$ cat src/rtl/output_port_arbiter.sv
// Wormhole output-port arbiter: round-robin grant on head flits,
// grant held until the packet's tail flit transfers.
module output_port_arbiter #(
  parameter  int N_INPUTS = 5,
  localparam int IDX_W    = $clog2(N_INPUTS)
) (
  input  logic                clk,
  input  logic                arst,
  input  logic [N_INPUTS-1:0] req_i,
  input  logic [N_INPUTS-1:0] head_i,
  input  logic [N_INPUTS-1:0] tail_i,
  input  logic                out_ready_i,
  output logic [N_INPUTS-1:0] grant_o,
  output logic                out_valid_o,
  output logic [IDX_W-1:0]    sel_o,
  output logic                locked_o,
  output logic                err_o
);

  typedef enum logic {
    IDLE   = 1'b0,
    LOCKED = 1'b1
  } state_e;

  state_e            state_q, state_d;
  logic [IDX_W-1:0]  owner_q, owner_d;
  logic [IDX_W-1:0]  rr_ptr_q, rr_ptr_d;
  logic              first_q, first_d;
  logic              err_q, err_d;

  logic [N_INPUTS-1:0] cand;
  logic                win_found;
  logic [IDX_W-1:0]    win_idx;
  logic                xfer;
  logic [IDX_W-1:0]    owner_nxt;

  // State register; first_q marks that the packet's first flit is pending
  always_ff @(posedge clk) begin
    if (arst) begin
      state_q  <= IDLE;
      owner_q  <= '0;
      rr_ptr_q <= '0;
      first_q  <= 1'b0;
      err_q    <= 1'b0;
    end else begin
      state_q  <= state_d;
      owner_q  <= owner_d;
      rr_ptr_q <= rr_ptr_d;
      first_q  <= first_d;
      err_q    <= err_d;
    end
  end

  // Round-robin search over head requests starting at rr_ptr
  always_comb begin
    cand      = req_i & head_i;
    win_found = 1'b0;
    win_idx   = '0;
    for (int k = 0; k < N_INPUTS; k++) begin
      int j;
      j = int'(rr_ptr_q) + k;
      if (j >= N_INPUTS) j = j - N_INPUTS;
      if (!win_found && cand[j]) begin
        win_found = 1'b1;
        win_idx   = IDX_W'(j);
      end
    end
  end

  // Next-state: lock on winner, release after tail transfer
  always_comb begin
    state_d  = state_q;
    owner_d  = owner_q;
    rr_ptr_d = rr_ptr_q;
    first_d  = first_q;
    err_d    = 1'b0;
    xfer     = (state_q == LOCKED) && req_i[owner_q] && out_ready_i;
    owner_nxt = (owner_q == IDX_W'(N_INPUTS - 1)) ? '0 : owner_q + 1'b1;
    unique case (state_q)
      IDLE: begin
        if (|(req_i & ~head_i)) err_d = 1'b1;
        if (win_found) begin
          state_d = LOCKED;
          owner_d = win_idx;
          first_d = 1'b1;
        end
      end
      LOCKED: begin
        if (xfer) begin
          first_d = 1'b0;
          if (head_i[owner_q] && !tail_i[owner_q] && !first_q)
            err_d = 1'b1;
          if (tail_i[owner_q]) begin
            state_d  = IDLE;
            rr_ptr_d = owner_nxt;
          end
        end
      end
      default: state_d = IDLE;
    endcase
  end

  // Outputs; forced quiet while reset is asserted so nothing transfers
  always_comb begin
    grant_o     = '0;
    out_valid_o = 1'b0;
    locked_o    = 1'b0;
    sel_o       = '0;
    err_o       = err_q;
    if (!arst) begin
      sel_o    = owner_q;
      locked_o = (state_q == LOCKED);
      if (state_q == LOCKED) begin
        out_valid_o = req_i[owner_q];
        if (req_i[owner_q] && out_ready_i)
          grant_o = N_INPUTS'(1) << owner_q;
      end
    end
  end

endmodule

$ cat config.mk
export PLATFORM = sky130hd
export DESIGN_NAME = output_port_arbiter
export DESIGN_NICKNAME = d
export VERILOG_FILES = /design/src/rtl/output_port_arbiter.sv
export SDC_FILE = /design/constraint.sdc
export NUM_CORES = 1
export LEC_CHECK = 0
export ABC_AREA = 1
export BUFFER_PORTS_ARGS = -buffer_cell sky130_fd_sc_hd__buf_2
export CAP_MARGIN = 5
export CORE_MARGIN = 4
export CORE_UTILIZATION = 50
export DETAILED_ROUTE_END_ITERATION = 8
export PLACE_DENSITY = 0.72
export SETUP_SLACK_MARGIN = 0.3
export SLEW_MARGIN = 20
export SYNTH_ARGS = -nofsm -noshare
export SYNTH_HDL_FRONTEND = slang
export SYNTH_SLANG_ARGS = --single-unit
$ cat constraint.sdc
create_clock -name clk -period 5.3 [get_ports clk]
set_input_delay 0.795 -clock clk [delete_from_list [all_inputs] [get_ports clk]]
set_output_delay 0.795 -clock clk [all_outputs]
set_load 0.01 [all_outputs]
==> results of run 1 <==
==> area by class of cell <==
type	instances	area (um^2)	area share (%)
Sequential cell	9	180	8.97
Inverter	49	185	9.22
Clock buffer	4	26.3	1.31
Multi-Input combinational cell	251	1420	70.7
Tap cell	46	57.6	2.86
Timing Repair Buffer	28	140	6.97
==> worst min-delay path by stage <==
stage               slack, ns    start       to
floorplan                0.45  first_q  first_q
finish                   0.49  first_q  first_q
global route             0.53  first_q  first_q
CTS                      0.50  first_q  first_q
global placement         0.48  first_q  first_q
detailed placement       0.49  first_q  first_q
==> cells in the final DEF, fill, tap and decap left out <==
cell type                  synthesis  layout
sky130_fd_sc_hd__dfxtp_1           9       9
sky130_fd_sc_hd__nand3_2           7       7
sky130_fd_sc_hd__a31oi_1           1       1
sky130_fd_sc_hd__nor2_8            1       1
sky130_fd_sc_hd__inv_1            41      41
sky130_fd_sc_hd__ha_1             18      18
sky130_fd_sc_hd__nor3_1            2       2
sky130_fd_sc_hd__buf_2             1      28
sky130_fd_sc_hd__inv_2             7       7
sky130_fd_sc_hd__xor2_1            1       1
sky130_fd_sc_hd__and3_1            1       1
sky130_fd_sc_hd__clkbuf_1          1       1
sky130_fd_sc_hd__clkinv_2          1       1
sky130_fd_sc_hd__o22ai_1           1       1
sky130_fd_sc_hd__nand3b_1          1       1
sky130_fd_sc_hd__o21ai_0          16      16
sky130_fd_sc_hd__xor2_2            1       1
sky130_fd_sc_hd__nand2_1          89      89
sky130_fd_sc_hd__xnor2_1           1       1
sky130_fd_sc_hd__o21ai_2           2       2
sky130_fd_sc_hd__nand3_4           2       2
sky130_fd_sc_hd__o21ai_1           6       6
sky130_fd_sc_hd__clkbuf_4          0       3
sky130_fd_sc_hd__nand2_4           3       3
sky130_fd_sc_hd__nor2_1           22      22
sky130_fd_sc_hd__o31ai_1           1       1
sky130_fd_sc_hd__a21oi_1          10      10
sky130_fd_sc_hd__nand3_1          39      39
sky130_fd_sc_hd__nand4_2           1       1
sky130_fd_sc_hd__nand2_2          14      14
sky130_fd_sc_hd__nand4_1          11      11
==> metal layers <==
metal,track usage (%),share of wire [%],wire [um],up-vias
met5,0,0,0,-
met4,3.97,1.2,55,0
met3,1.97,4.7,221,7
met2,33.6,45,2110,48
met1,31.9,49,2280,870
li1,-,-,-,1074
==> worst reg2reg max path: stages, from the launching register on <==
cell	delay, ns
sky130_fd_sc_hd__dfxtp_1	0.76
sky130_fd_sc_hd__inv_2	0.27
sky130_fd_sc_hd__ha_1	0.27
sky130_fd_sc_hd__inv_1	0.05
sky130_fd_sc_hd__ha_1	0.27
sky130_fd_sc_hd__inv_1	0.17
sky130_fd_sc_hd__nand2_1	0.07
sky130_fd_sc_hd__o21ai_0	0.14
sky130_fd_sc_hd__inv_1	0.10
sky130_fd_sc_hd__o21ai_0	0.11
sky130_fd_sc_hd__nand2_2	0.14
sky130_fd_sc_hd__a31oi_1	0.21
sky130_fd_sc_hd__nand2_1	0.09
sky130_fd_sc_hd__inv_1	0.06
sky130_fd_sc_hd__nand3_1	0.07
sky130_fd_sc_hd__nand2_1	0.07
sky130_fd_sc_hd__nand2_1	0.04
==> registers in the layout, summed over array words and instances, names as in the netlist <==
| name | cells |
|---|---|
| first_q | 1 |
| rr_ptr_q | 3 |
| state_q | 1 |
| err_o | 1 |
| owner_q | 3 |
==> stage by stage <==
stage | std cells | instance area [um^2] | hold WS [ns] | power, uW
floorplan | 312 | 1810 | 0.445 | 515
global placement | 383 | 1980 | 0.477 | 621
detailed placement | 383 | 1980 | 0.488 | 623
CTS | 387 | 2010 | 0.498 | 681
global route | 387 | 2010 | 0.526 | 771
finish | 387 | 2010 | 0.493 | 685
==> power groups by stage <==
stage	Sequential, uW	Clock, uW	Combinational, uW
3_3_place_gp	126	0	495
4_1_cts	124	57.8	499
6_report	126	56.1	504
3_5_place_dp	126	0	497
5_1_grt	130	61.3	580
2_1_floorplan	106	0	409
==> cells by family after synthesis <==
family	Yosys count
flops	9
simple gates	193
buf+inv	52
fa+ha+maj	18
xor+xnor	3
compound gates	37
==> implementation parameters, run 1 <==
Parameter                              Value

Timing
  Number of hold-slack violations in the final timing report ... 0
  Worst setup slack after layout ... 2.31 ns
  Worst slew margin relative to its limit ... 54.4%
  Clock skew after layout ... 0.0145 ns
  RSZ-0062 raised after global routing ... no
  Fin crit period ... 2.99 ns
  Max Freq ... 334 MHz
  Count of endpoints failing setup in the final report ... 0
  Setup TNS Final ... 0 ns
  Actual slew at the worst max-slew pin ... 0.683 ns
  Final Max Tran Viols ... 0
  Final critical-path share of the clock period ... 56.4%

Pwr
  Cell Pwr Density ... 341 nW/um^2
  Combinational share of power ... 73.5%
  Leakage component of the power ... 0.00116 uW
  Clock share of power ... 8.2%
  Internal power component ... 284 uW
  Switching power total ... 401 uW
  Maximum vdd ir drop ... 0.000195 V
  Sw Share ... 58.5%
  Sequential cell fraction of total power ... 18.3%

Logic synthesis
  Yosys cell types ... 31
  Most used flip-flop cell after synthesis ... sky130_fd_sc_hd__dfxtp_1
  Post-synth EDFFs ... 0
  Area fraction in and, or, nand and nor cells after synthesis ... 53.4%
  Cell accounting for the most synthesized area ... sky130_fd_sc_hd__nand2_1
  Synthesized net count ... 348
  Share of the synthesized area in the top cell type ... 18.5%
  Dominant cell by count in the synthesized netlist ... sky130_fd_sc_hd__nand2_1
  Synthesized area per cell ... 5.79 um^2
  Largest cells by area after synthesis ... sky130_fd_sc_hd__nand2_1 19%, sky130_fd_sc_hd__ha_1 12%, sky130_fd_sc_hd__nand3_1 11%
  Synth async-reset ratio ... 0%
  Share of the synthesized area in compound gates (AO/OA/AOI/OAI) ... 10.9%
  Synth Area in XOR/XNOR ... 1.87%
  Sequential cell area fraction in the yosys report ... 9.98%
  Area of the mapped netlist ... 1810 um^2
  Cell count after synthesis ... 312
  Post-Synth Adder-Cell Area ... 12.5%
  Leading cell types by count after synthesis ... 89 x sky130_fd_sc_hd__nand2_1, 41 x sky130_fd_sc_hd__inv_1, 39 x sky130_fd_sc_hd__nand3_1, 22 x sky130_fd_sc_hd__nor2_1, 18 x sky130_fd_sc_hd__ha_1
  Number of warning messages in the yosys log ... 0
  Mux contribution to synthesized area ... 0%
  Combinational family with the most area after synthesis ... simple AND/OR/NAND/NOR gates
  Post-synthesis register bit count ... 9

Clock network
  Maximum level of the CTS H-tree ... 1
  CTS Buffer Depth ... 2
  Clock root buffer ... sky130_fd_sc_hd__clkbuf_4
  Latest clock arrival within the worst-skew pair ... 0.27 ns
  CTS resizes ... 0
  Post-CTS setup-driven buffer insertion count ... 0
  Clock slew at the register clock pins of the worst setup and hold paths ... 0.07 ns
  CTS buffer count ... 3
  Sinks on Clock Net ... 9
  # hold bufs at CTS ... 0
  Clock tree from TritonCTS ... yes

Global routing
  First-pass GRT wire length ... 7820 um
  Leftover overflow at the end of global routing ... 0
  Largest net degree at the start of global routing ... 18
  Via count of the first global-routing pass ... 1758
  Overall Global Routing Usage ... 21.5%
  Antenna violations before repair ... 0

Placement
  Placed wire-length estimate ... 3780 um
  PortBufs ... 28
  Post-place setup slack ... 2.35 ns
  Final Wtd Congestion ... 0.913

Drt
  1st-iter DRT viols ... 227
  Count of unresolved DRC violations after routing ... 0
  WL/cell ... 12.0 um
  Antenna Nets Post-Route ... 0
  Final Routed Wirelength ... 4660 um
  Total via count after detailed routing ... 1999
  Number of optimization iterations in the first detailed-route pass ... 6
  Via density per instance ... 5.17

Critical path
  Crit path max fanout ... 11
  Crit Reg-Reg Endpoint ... owner_q[2]
  Arrival time of data at the critical path endpoint ... 2.20 ns
  Launch point of the worst reg-to-reg path ... rr_ptr_q[0]
  Cell with the most instances on the worst path ... sky130_fd_sc_hd__nand2_1
  Required time of the worst setup path ... 4.51 ns
  Crit-path leading delay family ... flip-flops
  Crit. Startpoint ... owner_q[0]
  Setup crit end kind ... output port
  Setup CP Type ... reg -> out
  Startpoint type of the worst setup path ... flop
  Critical path buffer and inverter count ... 3
  Path depth of the worst reg2reg path ... 16
  WP depth ... 11
  Critical path, cell by cell ... inv_2 -> a21oi_1 -> o21ai_0 -> nand2_1 -> nand2_1 -> o21ai_1 -> nand3_1 -> inv_1 -> nand2_1 -> nor2_1 -> buf_2
  Slowest cell delay on critical path ... 0.57 ns
  Critical Path End ... grant_o[1]
  Slowest cell on the critical path ... sky130_fd_sc_hd__dfxtp_1
  Register-to-Register Setup Slack ... 2.36 ns

Finish
  Fraction of the core area covered by cells at the end of the flow ... 58.8%
  Post-layout net count ... 378
  Final antenna diode count ... 0
  Share of cells above drive strength 1 ... 20.5%
  Fillers ... 357
  Layout overhead on the synthesized area ... 11.3%

Die
  FP Rows ... 21
  Count of pins on the block boundary ... 29
  Effective utilization at floorplan ... 52.9%
  Die Span Y ... 68.1 um
  Die span in x ... 68.1 um
  Die outline area ... 4640 um^2
  CORE AREA ... 3420 um^2

Hold path
  Min-Delay Path Depth ... 2
  Hold Crit Class ... reg -> reg

Flow run
  MaxCap Viol Count ... 0

Run status
  Status ... completed
Power figures use the tool's default switching activity.
==> run 2, diff against run 1 <==
- PLACE_DENSITY: 0.72 -> 0.75
- clock period: 5.3 -> 2.7 ns (I/O delays scaled with it)
==> implementation parameters, run 2 (same netlist as run 1, synthesis figures left out) <==
Parameter                              Value

Finish
  Fraction of the core area covered by cells at the end of the flow ... 63.4% (was 58.8%)
  Layout overhead on the synthesized area ... 19.9% (was 11.3%)
  Post-layout net count ... 385 (was 378)
  Registers with the most flip-flops ... owner_q: 3 flops, rr_ptr_q: 3 flops (unchanged)
  Commonest non-fill, non-tap cell in the layout ... sky130_fd_sc_hd__nand2_1 (unchanged)
  Highest-count cells in the layout ignoring fill and taps ... 87 x sky130_fd_sc_hd__nand2_1, 38 x sky130_fd_sc_hd__inv_1, 38 x sky130_fd_sc_hd__nand3_1 (was 89 x sky130_fd_sc_hd__nand2_1, 41 x sky130_fd_sc_hd__inv_1, 39 x sky130_fd_sc_hd__nand3_1)
  Final antenna diode count ... 0 (unchanged)
  Share of cells above drive strength 1 ... 27.3% (was 20.5%)

Clock network
  Latest clock arrival within the worst-skew pair ... 0.27 ns (about the same)
  Clock slew at the register clock pins of the worst setup and hold paths ... 0.07 ns (about the same)
  Sinks on Clock Net ... 9 (unchanged)
  CTS buffer count ... 3 (unchanged)
  Clock root buffer ... sky130_fd_sc_hd__clkbuf_4 (unchanged)
  Maximum level of the CTS H-tree ... 1 (unchanged)
  CTS Buffer Depth ... 2 (unchanged)
  Clock tree from TritonCTS ... yes (unchanged)
  # hold bufs at CTS ... 0 (unchanged)

Critical path
  Arrival time of data at the critical path endpoint ... 2.39 ns (was 2.20 ns)
  Startpoint type of the worst setup path ... flop (unchanged)
  Slowest cell delay on critical path ... 0.35 ns (was 0.57 ns)
  Setup CP Type ... reg -> reg (was reg -> out)
  Slowest cell on the critical path ... sky130_fd_sc_hd__ha_1 (was sky130_fd_sc_hd__dfxtp_1)
  Setup crit end kind ... flop (was output port)
  Crit. Startpoint ... rr_ptr_q[2] (was owner_q[0])
  Path depth of the worst reg2reg path ... 15 (was 16)
  Critical path, cell by cell ... inv_2 -> ha_1 -> nand2_2 -> nand3_4 -> nand2_1 -> xor2_2 -> inv_1 -> nand2_1 -> nand2_2 -> nor2_8 -> nand3_4 -> nand3_2 -> inv_1 -> nand2_1 -> nand2_1 (was inv_2 -> a21oi_1 -> o21ai_0 -> nand2_1 -> nand2_1 -> o21ai_1 -> nand3_1 -> inv_1 -> nand2_1 -> nor2_1 -> buf_2)
  Cell with the most instances on the worst path ... sky130_fd_sc_hd__nand2_1 (unchanged)
  Launch point of the worst reg-to-reg path ... rr_ptr_q[2] (was rr_ptr_q[0])
  Required time of the worst setup path ... 2.87 ns (was 4.51 ns)
  Crit path max fanout ... 7 (was 11)

Die
  Count of pins on the block boundary ... 29 (unchanged)
  FP Rows ... 21 (unchanged)
  Die outline area ... 4640 um^2 (unchanged)
  CORE AREA ... 3420 um^2 (unchanged)
  Effective utilization at floorplan ... 52.9% (unchanged)
  Die span in x ... 68.1 um (unchanged)
  Die Span Y ... 68.1 um (unchanged)

Drt
  Final Routed Wirelength ... 4910 um (was 4660 um)
  Count of unresolved DRC violations after routing ... 0 (unchanged)
  WL/cell ... 12.5 um (was 12.0 um)
  1st-iter DRT viols ... 166 (was 227)
  Via density per instance ... 5.35 (was 5.17)
  Antenna Nets Post-Route ... 0 (unchanged)
  Total via count after detailed routing ... 2107 (was 1999)
  Number of optimization iterations in the first detailed-route pass ... 5 (was 6)

Timing
  Clock skew after layout ... 0.00252 ns (was 0.0145 ns)
  Final critical-path share of the clock period ... 82.2%
  Count of endpoints failing setup in the final report ... 0 (unchanged)
  Setup TNS Final ... 0 ns (unchanged)
  RSZ-0062 raised after global routing ... yes (was no)
  Actual slew at the worst max-slew pin ... 0.292 ns (was 0.683 ns)
  Number of hold-slack violations in the final timing report ... 0 (unchanged)
  Max Freq ... 450 MHz
  Final Max Tran Viols ... 0 (unchanged)
  Worst slew margin relative to its limit ... 80.4% (was 54.4%)
  Fin crit period ... 2.22 ns

Global routing
  Overall Global Routing Usage ... 21.8% (was 21.5%)
  Antenna violations before repair ... 0 (unchanged)
  Leftover overflow at the end of global routing ... 0 (unchanged)
  Via count of the first global-routing pass ... 1790 (was 1758)
  Largest net degree at the start of global routing ... 17 (was 18)
  First-pass GRT wire length ... 7790 um (was 7820 um)

Hold path
  Min-Delay Path Depth ... 2 (unchanged)
  Hold Crit Class ... in -> reg (was reg -> reg)
  Startpoint of the lowest-slack hold path ... arst (was first_q)

Placement
  Placed wire-length estimate ... 4010 um (was 3780 um)
  PortBufs ... 28 (unchanged)
  Final Wtd Congestion ... 0.917 (was 0.913)

Run status
  Status ... completed (unchanged)

Pwr
  Maximum vdd ir drop ... 0.000385 V (was 0.000195 V)
  Cell Pwr Density ... 677 nW/um^2 (was 341 nW/um^2)
  Leakage component of the power ... 0.00120 uW (was 0.00116 uW)
  Total power consumption of the routed design ... 1470 uW (was 685 uW)

Flow run
  MaxCap Viol Count ... 0 (unchanged)
## run 2: routing by layer
layer | share of wire, % | GRT usage, % | up-vias
li1 | - | - | 1083
met5 | 0 | 0 | -
met2 | 46 | 36.1 | 69
met3 | 6.4 | 1.97 | 11
met4 | 1.7 | 5.21 | 0
met1 | 46 | 30.2 | 944
## run 2: worst max-delay path: cells and delay by family, from the launching register on
kind	cells	cell delay (ns)
simple gates	10	1.01
fa+ha+maj	1	0.35
flops	1	0.34
buf+inv	3	0.23
xor+xnor	1	0.20
## run 2: through the flow
step	setup slack [ns]	area, um^2	hold slack, ns	instances
after floorplan	0.369	1810	0.445	312
after global placement	0.359	2040	0.473	390
after detailed placement	0.249	2040	0.472	390
after CTS	0.310	2060	0.412	394
after global routing	0.248	2160	0.424	394
final	0.480	2160	0.411	394
## run 2: final cells by class
type,instances,area [um^2]
Tap cell,46,57.6
Timing Repair Buffer,35,196
Multi-Input combinational cell,251,1510
Sequential cell,9,184
Inverter,49,190
Clock buffer,4,26.3
Fill cell,343,1250
## run 2: worst paths after layout
check                           slack [ns]          to
worst min-delay path                  0.41       err_o
worst max register to register        0.48  owner_q[1]
worst max-delay path                  0.48  owner_q[1]
worst min register to register        0.48     first_q
## run 2: repair_timing
action                     in CTS  in global routing
gates resized for setup         1                 27
setup endpoints to repair       4                 10
gates cloned                    0                  0
setup buffers                   0                  0
pin swaps                       0                  1
## run 2: power breakdown
| group | switching (uW) | internal, uW | total [uW] |
|---|---|---|---|
| Clock | 55.5 | 57.4 | 113 |
| Sequential | 39.2 | 174 | 213 |
| Combinational | 750 | 390 | 1140 |
